==> src/rtl/instr_fetch.sv <==
// rtl/instr_fetch.sv - instruction fetch stage: PC sampling, imem handshake, instruction register
module instr_fetch #(
    parameter logic [31:0] IR_RESET = 32'h00000000
) (
    input  logic        CLK,
    input  logic        RST,
    input  logic [31:0] PC_IN,
    output logic        PC_ENA,
    input  logic        FLUSH,
    output logic        IMEM_REQ,
    output logic [31:0] IMEM_ADDR,
    input  logic        IMEM_ACK,
    input  logic [31:0] IMEM_DATA,
    input  logic        ID_STALL,
    output logic [31:0] IR_OUT,
    output logic [31:0] IR_PC,
    output logic        IR_VALID,
    output logic        FETCH_FAULT
);

    typedef enum logic [1:0] {
        S_IDLE  = 2'd0,
        S_FETCH = 2'd1,
        S_FULL  = 2'd2,
        S_FAULT = 2'd3
    } state_t;

    state_t      state_q, state_d;
    logic [31:0] addr_q, addr_d;
    logic [31:0] ir_q, ir_d;
    logic [31:0] ir_pc_q, ir_pc_d;
    logic        valid_q, valid_d;
    logic        pc_misaligned;

    assign pc_misaligned = (PC_IN[1:0] != 2'b00);

    always_ff @(posedge CLK) begin
        if (RST) begin
            state_q <= S_IDLE;
            addr_q  <= 32'h0;
            ir_q    <= IR_RESET;
            ir_pc_q <= 32'h0;
            valid_q <= 1'b0;
        end else begin
            state_q <= state_d;
            addr_q  <= addr_d;
            ir_q    <= ir_d;
            ir_pc_q <= ir_pc_d;
            valid_q <= valid_d;
        end
    end

    // A redirect overrides everything, including an ACK arriving in the same cycle.
    always_comb begin
        state_d = state_q;
        addr_d  = addr_q;
        ir_d    = ir_q;
        ir_pc_d = ir_pc_q;
        valid_d = valid_q;
        if (FLUSH) begin
            state_d = S_IDLE;
            valid_d = 1'b0;
        end else begin
            case (state_q)
                S_IDLE: begin
                    addr_d  = PC_IN;
                    state_d = pc_misaligned ? S_FAULT : S_FETCH;
                end
                S_FETCH: begin
                    if (IMEM_ACK) begin
                        ir_d    = IMEM_DATA;
                        ir_pc_d = addr_q;
                        valid_d = 1'b1;
                        state_d = S_FULL;
                    end
                end
                S_FULL: begin
                    if (!ID_STALL) begin
                        valid_d = 1'b0;
                        addr_d  = PC_IN;
                        state_d = pc_misaligned ? S_FAULT : S_FETCH;
                    end
                end
                default: state_d = S_FAULT;
            endcase
        end
    end

    always_comb begin
        IMEM_REQ    = (state_q == S_FETCH);
        IMEM_ADDR   = addr_q;
        PC_ENA      = ((state_q == S_FETCH) && IMEM_ACK) || FLUSH;
        FETCH_FAULT = (state_q == S_FAULT);
        IR_OUT      = ir_q;
        IR_PC       = ir_pc_q;
        IR_VALID    = valid_q;
    end

endmodule

==> config.mk <==
export PLATFORM = sky130hd
export DESIGN_NAME = instr_fetch
export DESIGN_NICKNAME = d
export VERILOG_FILES = /design/src/rtl/instr_fetch.sv
export SDC_FILE = /design/constraint.sdc
export NUM_CORES = 1
export LEC_CHECK = 0
export ABC_AREA = 1
export BUFFER_PORTS_ARGS = -buffer_cell sky130_fd_sc_hd__buf_4
export CAP_MARGIN = 0
export CELL_PAD_IN_SITES_DETAIL_PLACEMENT = 1
export CELL_PAD_IN_SITES_GLOBAL_PLACEMENT = 2
export CORE_ASPECT_RATIO = 1.25
export CORE_MARGIN = 5
export CORE_UTILIZATION = 26
export CTS_CLUSTER_SIZE = 28
export DETAILED_ROUTE_END_ITERATION = 10
export HOLD_SLACK_MARGIN = 0.02
export PLACE_DENSITY = 0.9
export SYNTH_ARGS = -nofsm -noshare
export SYNTH_HDL_FRONTEND = slang
export SYNTH_SLANG_ARGS = --single-unit
==> constraint.sdc <==
create_clock -name CLK -period 1.44 [get_ports CLK]
set_input_delay 0.216 -clock CLK [delete_from_list [all_inputs] [get_ports CLK]]
set_output_delay 0.216 -clock CLK [all_outputs]
set_load 0.005 [all_outputs]
==> results of run 1 <==
[worst max-delay path: cells and delay by family, from the launching register on]
kind          cells  cell delay (ns)
buf+inv           3             0.30
simple gates      1             0.13
flops             1             0.40
[layout make-up]
cell class                      count  share of cell area
Timing Repair Buffer              187               0.252
Clock buffer                       10              0.0379
Inverter                           71              0.0428
Sequential cell                    99               0.315
Tap cell                          220              0.0436
Multi-Input combinational cell    401               0.295
Clock inverter                      6              0.0141
[report_power, final]
group | internal (mW) | total (mW) | leakage, nW | switching [mW]
Combinational | 0.541 | 1.06 | 2.02 | 0.517
Sequential | 2.87 | 2.98 | 0.810 | 0.105
Clock | 1.57 | 2.68 | 0.155 | 1.10
[cell usage after synthesis, types with 4 or more instances]
cell type  instances  area, sq um
nand2_1          102          383
buf_1              9         33.8
inv_1             69          259
nand3_1            4         20.0
a21oi_1           34          170
buf_4              6         45.0
nor2_1           162          608
nand4_1           64          400
buf_2             20          100
dfxtp_1           99         1980
nand3b_1          30          225
clkbuf_1           4         15.0
buf_6             11          124
[registers in the layout, summed over array words and instances, names as in the netlist]
name,cells
state_q,2
IMEM_ADDR,32
IR_OUT,32
IR_PC,32
IR_VALID,1
[cells in the final DEF (no fill, tap or decap), types with 3 or more instances in the layout]
cell	count
dfxtp_1	97
buf_12	11
nand3_1	3
nand3b_1	30
clkbuf_16	10
nor2_1	161
inv_1	67
nand4_1	64
buf_4	173
a21oi_1	34
nand2_1	102
nor2_4	3
[how the worst max path moves through the flow]
stage               startpoint        end  slack, ns  cells after the start
floorplan           state_q[0]  IR_PC[10]       0.29                      7
global placement    state_q[0]   IMEM_REQ       0.17                      4
detailed placement  state_q[0]   IMEM_REQ       0.14                      4
CTS                 state_q[0]   IMEM_REQ      -0.01                      4
global route        state_q[0]   IMEM_REQ     -0.005                      4
finish              state_q[0]   IMEM_REQ       0.05                      4
[routing by layer]
metal	wire length, um	part of all wire
met1	6090	0.42
met2	7160	0.49
met3	1050	0.073
met4	175	0.012
met5	0	0
[cells by family (layout without fill, tap and decap cells)]
logic type	after synthesis	count (layout)	share of synthesized area
DFF	99	99	0.449
AOI/OAI and AO/OA	36	36	0.0409
and+or+nand+nor	365	365	0.377
buffers and inverters	121	274	0.132
[stage by stage]
| step | hold slack [ns] | instance area [sq um] | std cells | power, mW |
|---|---|---|---|---|
| final | 0.170 | 6310 | 994 | 6.71 |
| after global placement | 0.465 | 5900 | 974 | 4.07 |
| after floorplan | 0.415 | 4410 | 621 | 3.55 |
| after CTS | 0.159 | 6280 | 992 | 6.81 |
| after detailed placement | 0.473 | 5900 | 974 | 4.08 |
| after global routing | 0.176 | 6310 | 994 | 7.06 |
[timing repair]
| item | 4_1_cts | 5_1_grt |
|---|---|---|
| pin swaps | 1 | 1 |
| cloned | 1 | 1 |
| resized for setup | 5 | 2 |
| endpoints found under the setup margin | 2 | 2 |
| setup buffers | 1 | 1 |
==> results.toml, run 1 <==
[route]
via_per_inst = 4.46
drcViolationCount = 0
vias = 4435
drtIter0Drc = 118
first_pass_iters = 4
wl_mm = 14.5
wl_per_cell_um = 14.6
ant_nets = 0

[critical_path]
cp-end-kind = "output pin"
r2r-start = "state_q[0]"
crit_fanout = 10
worst_r2r_endpoint = "IR_PC[28]"
crit_chain = "inv_4 -> nor2_4 -> buf_12 -> buf_6"
startpoint_type = "flip-flop"
cp.required_ns = 1.22
ff2ff_path_depth = 7
rrSetupSlack_ns = 0.11
cp.arrival_ns = 1.18
crit_type = "flip-flop to output pin"
cpPeakStageDelay_ns = 0.40
critPathSlowestCell = "dfxtp_4"

[yosys]
yosysWarnings = 0
async_reset_ff_frac = 0
ys_seq_area_frac = 0.449
yosysUniqueCellTypes = 18
synthesis.area_sq_um = 4410
syn_inst = 621
synth_nets = 690
synth_ff_type = "dfxtp_1"
ys_ff_latch = 99
syn_area_per_cell_sq_um = 7.10
synth_edf_count = 0

[layout]
layout.area.seq_sq_um = 1990
fillers = 2101
syn_to_final_growth_pct = 43.1
multi_input_area_sq_um = 1860
diodes = 0
drive_above_1_share = 0.276
fin_nets = 838
utilization = 0.376

[floorplanning]
coreArea_sq_um = 16800
initial_core_util = 0.263
die_w_um = 126
die_area_sq_um = 19700
ios = 169
die_h_um = 156
placementRows = 53

[global_route]
grt_max_degree = 67
grtUsageMet3 = 0.0377
grt_use_met2 = 0.240
antenna_found_initial = 0
grt_use_met1 = 0.179
overflow = 0
grt_pass1_wl_mm = 22.6
grt_pass1_vias = 4262
grt-busiest-layer = "met2"
groute.usage.overall = 0.144

[sta]
fin_crit_sh = 0.966
hold_violations = 0
period_minus_slack_ns = 1.39
tns_ns = 0
tightest_slew_ns = 0.332
finClkSkew_ns = 0.00567
slew_violations = 0
rsz0062_at_grt = "true"
max_freq_ghz = 0.719
setup_viol_count_final = 0
setup_ws_ns = 0.0484
slew_headroom = 0.779

[clock_tree]
clkTransAtPathRegs_ns = 0.07
clockRootBuffer = "clkbuf_16"
cts_tree = "yes"
cts.sinks = 99
ctsHoldBuffers = 0
clockBufferDepth = 2
h-tree-depth = 3
clk-insertion-delay-late_ns = 0.35
numCtsBuffers = 9

[placed_design]
pre_cts_slack_ns = 0.136
place_congestion = 0.724
io_buffer_count = 168
dp_hpwl_mm = 10.1

[hold_path]
hold_path_depth = 4
worstHoldEndpoint = "IMEM_ADDR[2]"
min_from = "PC_IN[2]"
hp-class = "input pin to flip-flop"

[power_and_ir_drop]
pwr_density_cell_nw_per_um2 = 1060
vdd_ir_drop_max_uv = 466
leakagePower_nw = 2.99

[run_status]
outcome = "complete, no violations"

[flow_run]
max_cap_viol_count = 0
Note: power is estimated with default switching activity, not from simulation.
==> inputs of run 2 (changes only) <==
CELL_PAD_IN_SITES_DETAIL_PLACEMENT = 0   (was 1)
CELL_PAD_IN_SITES_GLOBAL_PLACEMENT = 1   (was 2)
CORE_UTILIZATION = 34   (was 26)
==> run 2 against run 1 <==
Effect of this change:
- non-clock buffer count unchanged
- worst setup slack improved by 0.038 ns
- first-iteration DRC count increased by 86%
- flip-flop and latch count unchanged
- clock skew increased by 0.0020 ns
- global-route usage increased by 1.8 points
- critical path depth unchanged
- combinational power about the same
- highest routed layer unchanged
==> results.toml, run 2 (synthesis gave the netlist of run 1 again) <==
[run_status]
outcome = "complete, no violations"

[floorplanning]
initial_core_util = 0.347
coreArea_sq_um = 12700
placementRows = 46
ios = 169
die_area_sq_um = 15400
die_h_um = 137
die_w_um = 112

[critical_path]
startpoint_type = "flip-flop"
crit_fanout = 5
cp.arrival_ns = 1.14
r2r-start = "state_q[0]"
cp.required_ns = 1.22
cp-end-kind = "output pin"
crit_type = "flip-flop to output pin"
ff2ff_path_depth = 7
worstSetupStartpoint = "state_q[0]"

[route]
vias = 4384
ant_nets = 0
drcViolationCount = 0
first_pass_iters = 4
drtIter0Drc = 219
wl_per_cell_um = 13.6
via_per_inst = 4.65
wl_mm = 12.8

[layout]
diodes = 0
stdcell_area_sq_um = 6230
final_cell_mix = "174 x buf_4, 161 x nor2_1, 102 x nand2_1"
layout_commonest_cell = "buf_4"
utilization = 0.490
syn_to_final_growth_pct = 41.3
stdcell_count = 942
fin_nets = 838
drive_above_1_share = 0.274

[clock_tree]
clockBufferDepth = 2
clockRootBuffer = "clkbuf_16"
h-tree-depth = 3
clk-insertion-delay-late_ns = 0.34
cts_tree = "yes"
clkTransAtPathRegs_ns = 0.08
numCtsBuffers = 9
cts.sinks = 99
ctsHoldBuffers = 0

[sta]
tns_ns = 0
period_minus_slack_ns = 1.35
finClkSkew_ns = 0.00764
fin_crit_sh = 0.940
hold_violations = 0
setup_viol_count_final = 0
whs_ns = 0.182
setup_ws_ns = 0.0859
max_freq_ghz = 0.739
slew_headroom = 0.792
tightest_slew_ns = 0.311
slew_violations = 0
rsz0062_at_grt = "false"

[hold_path]
hp-class = "input pin to flip-flop"
hold_path_depth = 4
min_from = "PC_IN[16]"

[placed_design]
pre_cts_slack_ns = 0.106
dp_hpwl_mm = 8.70
placed_cell_area_sq_um = 5840
io_buffer_count = 168
placed_cells = 921
place_congestion = 0.721

[global_route]
overflow = 0
grt_pass1_wl_mm = 20.5
grt_max_degree = 66
grt_pass1_vias = 4040
antenna_found_initial = 0
groute.usage.overall = 0.162

[power_and_ir_drop]
pwr_density_cell_nw_per_um2 = 1070
power_mw = 6.64
vdd_ir_drop_max_uv = 524
leakagePower_nw = 2.99

[flow_run]
max_cap_viol_count = 0
-- run 2: final cells by class --
cell class                 count  area [sq um]
fill                        1304          6490
inverter                      71           268
clock buffer                  10           229
sequential                    99          1990
multi-input combinational    401          1860
tap                          168           210
clock inverter                 6          96.3
timing repair buffer         187          1580
-- run 2: path summary, 6_finish.rpt --
check / to / slack, ns
worst min-delay path: IMEM_ADDR[16] / 0.18
worst min register to register: IR_OUT[15] / 0.48
worst max register to register: IR_OUT[14] / 0.13
worst max-delay path: IMEM_REQ / 0.09
-- run 2: power by group --
group | switching, mW | internal, mW
combinational | 0.496 | 0.534
clock | 1.09 | 1.55
sequential | 0.100 | 2.87
-- run 2: repair_timing --
item / in CTS / in global routing
gates resized for setup: 3 / 1
setup buffers: 1 / 3
hold endpoints to repair: 0 / 0
gates cloned: 1 / 0
setup endpoints to repair: 2 / 2
pin swaps: 1 / 0
-- run 2: worst max-delay path, stage by stage, from the launching register on --
cell and delay [ns]:
dfxtp_4 0.39, inv_2 0.07, nor2_4 0.13, buf_12 0.12, buf_4 0.10
-- run 2: metal layers --
metal / track usage / vias up / share of wire
li1: - / 2263 / -
met1: 0.210 / 1979 / 0.45
met2: 0.267 / 127 / 0.47
met3: 0.0356 / 15 / 0.063
met4: 0.0541 / 0 / 0.017
met5: 0 / - / 0
==> inputs of run 3 (changes only) <==
BUFFER_PORTS_ARGS = -buffer_cell sky130_fd_sc_hd__buf_2   (was -buffer_cell sky130_fd_sc_hd__buf_4)
==> run 3 against run 2 <==
Effect of this change:
- largest cell class unchanged
- critical path depth is the same
- flip-flop and latch count unchanged
- clock power shrank 9.1%
- sequential power is essentially flat
- critical path type unchanged
==> results.toml, run 3 (synthesis gave the netlist of run 1 again) <==
[run_status]
outcome = "complete, no violations"

[sta]
finClkSkew_ns = 0.00620
period_minus_slack_ns = 1.36
fin_crit_sh = 0.946
rsz0062_at_grt = "false"
slew_headroom = 0.757
tightest_slew_ns = 0.365
hold_violations = 0
setup_viol_count_final = 0
tns_ns = 0
max_freq_ghz = 0.734
slew_violations = 0

[critical_path]
critPathSlowestCell = "dfxtp_4"
cp-end-kind = "output pin"
cpPeakStageDelay_ns = 0.38
cp.required_ns = 1.22
crit_chain = "inv_2 -> nor2_4 -> buf_12 -> buf_2"
startpoint_type = "flip-flop"
cp.arrival_ns = 1.15
crit_fanout = 5
crit_type = "flip-flop to output pin"

[global_route]
antenna_found_initial = 1
grt_pass1_wl_mm = 20.9
grt_pass1_vias = 4154
grt_max_degree = 47
overflow = 0
groute.usage.overall = 0.166

[placed_design]
dp_hpwl_mm = 8.80
place_congestion = 0.711
io_buffer_count = 168

[power_and_ir_drop]
swShare = 0.262
leakagePower_nw = 2.88
power_frac_seq = 0.474
power.switching_mw = 1.64
p_comb_frac = 0.143
pwr_density_cell_nw_per_um2 = 1090
p_int_mw = 4.62
vdd_ir_drop_max_uv = 684
power_mw = 6.26
clockPowerShare = 0.384

[clock_tree]
numCtsBuffers = 9
clk-insertion-delay-late_ns = 0.33
h-tree-depth = 3
clkTransAtPathRegs_ns = 0.07
ctsHoldBuffers = 0
clockBufferDepth = 2
cts.sinks = 99
clockRootBuffer = "clkbuf_16"
cts_tree = "yes"

[layout]
drive_above_1_share = 0.272
final_cell_mix = "168 x buf_2, 161 x nor2_1, 102 x nand2_1"
diodes = 0
multi_input_area_sq_um = 1860
fin_nets = 836
syn_to_final_growth_pct = 29.9
layout_commonest_cell = "buf_2"
fillers = 1392
layout.area.seq_sq_um = 1990

[floorplanning]
placementRows = 46
die_w_um = 112
die_area_sq_um = 15400
die_h_um = 137
initial_core_util = 0.347
coreArea_sq_um = 12700
ios = 169

[flow_run]
max_cap_viol_count = 0

[route]
ant_nets = 0
first_pass_iters = 4
drcViolationCount = 0
drtIter0Drc = 232
wl_per_cell_um = 13.7
wl_mm = 12.8
via_per_inst = 4.66
vias = 4381

[hold_path]
hp-class = "input pin to flip-flop"
-- run 3: cell count changes in the layout (fill, tap and decap cells not counted), moves of 2 or more --
cell	change
buf_2	+168
buf_4	-168
clkinvlp_4	+2
inv_6	-2
-- run 3: final cells by class --
type                    count  area share
clock buffers              10      0.0400
repair buffers            185       0.193
well taps                 168      0.0367
inverters                  71      0.0467
multi-input cells         401       0.325
flip-flops and latches     99       0.347
clock inverters             6      0.0116
-- run 3: through the flow --
stage | setup slack, ns | instances | utilization | cell area [sq um] | hold WS (ns)
2_1_floorplan | 0.291 | 621 | - | 4410 | 0.415
5_1_grt | 0.0102 | 940 | 0.450 | 5730 | 0.181
6_report | 0.0775 | 940 | 0.450 | 5730 | 0.179
3_5_place_dp | 0.146 | 923 | 0.425 | 5410 | 0.466
3_3_place_gp | 0.186 | 923 | 0.425 | 5410 | 0.457
4_1_cts | 0.0507 | 940 | 0.450 | 5730 | 0.161
-- run 3: repair_timing --
action | CTS | global route
gates resized for setup | 6 | 0
buffers inserted | 1 | 0
setup endpoints to repair | 2 | 0
-- run 3: path summary, 6_finish.rpt --
path             endpoint  depth (start not counted)  slack [ns]        from
max              IMEM_REQ                          4        0.08  state_q[0]
min          IMEM_ADDR[3]                          4        0.18    PC_IN[3]
max reg2reg    IR_OUT[12]                          7        0.17  state_q[0]
min reg2reg      IR_VALID                          2        0.47    IR_VALID
-- run 3: power groups by stage --
stage	Sequential (mW)	Combinational, mW	Clock (mW)
2_1_floorplan	3.03	0.519	0
5_1_grt	2.98	1.02	2.58
3_5_place_dp	3.03	0.900	0
4_1_cts	2.97	0.909	2.50
3_3_place_gp	3.03	0.893	0
6_report	2.97	0.894	2.40
-- run 3: metal layers --
layer / up-vias / wire [um] / track usage
met3: 12 / 854 / 0.0488
li1: 2259 / - / -
met4: 2 / 110 / 0.0419
met1: 1985 / 5820 / 0.207
met2: 123 / 6050 / 0.282
met5: - / 11 / 0
-- run 3: worst max-delay path, delay by kind of cell, from the launching register on --
family        cells  cell delay (ns)
simple gates      1             0.14
flops             1             0.38
buf+inv           3             0.29
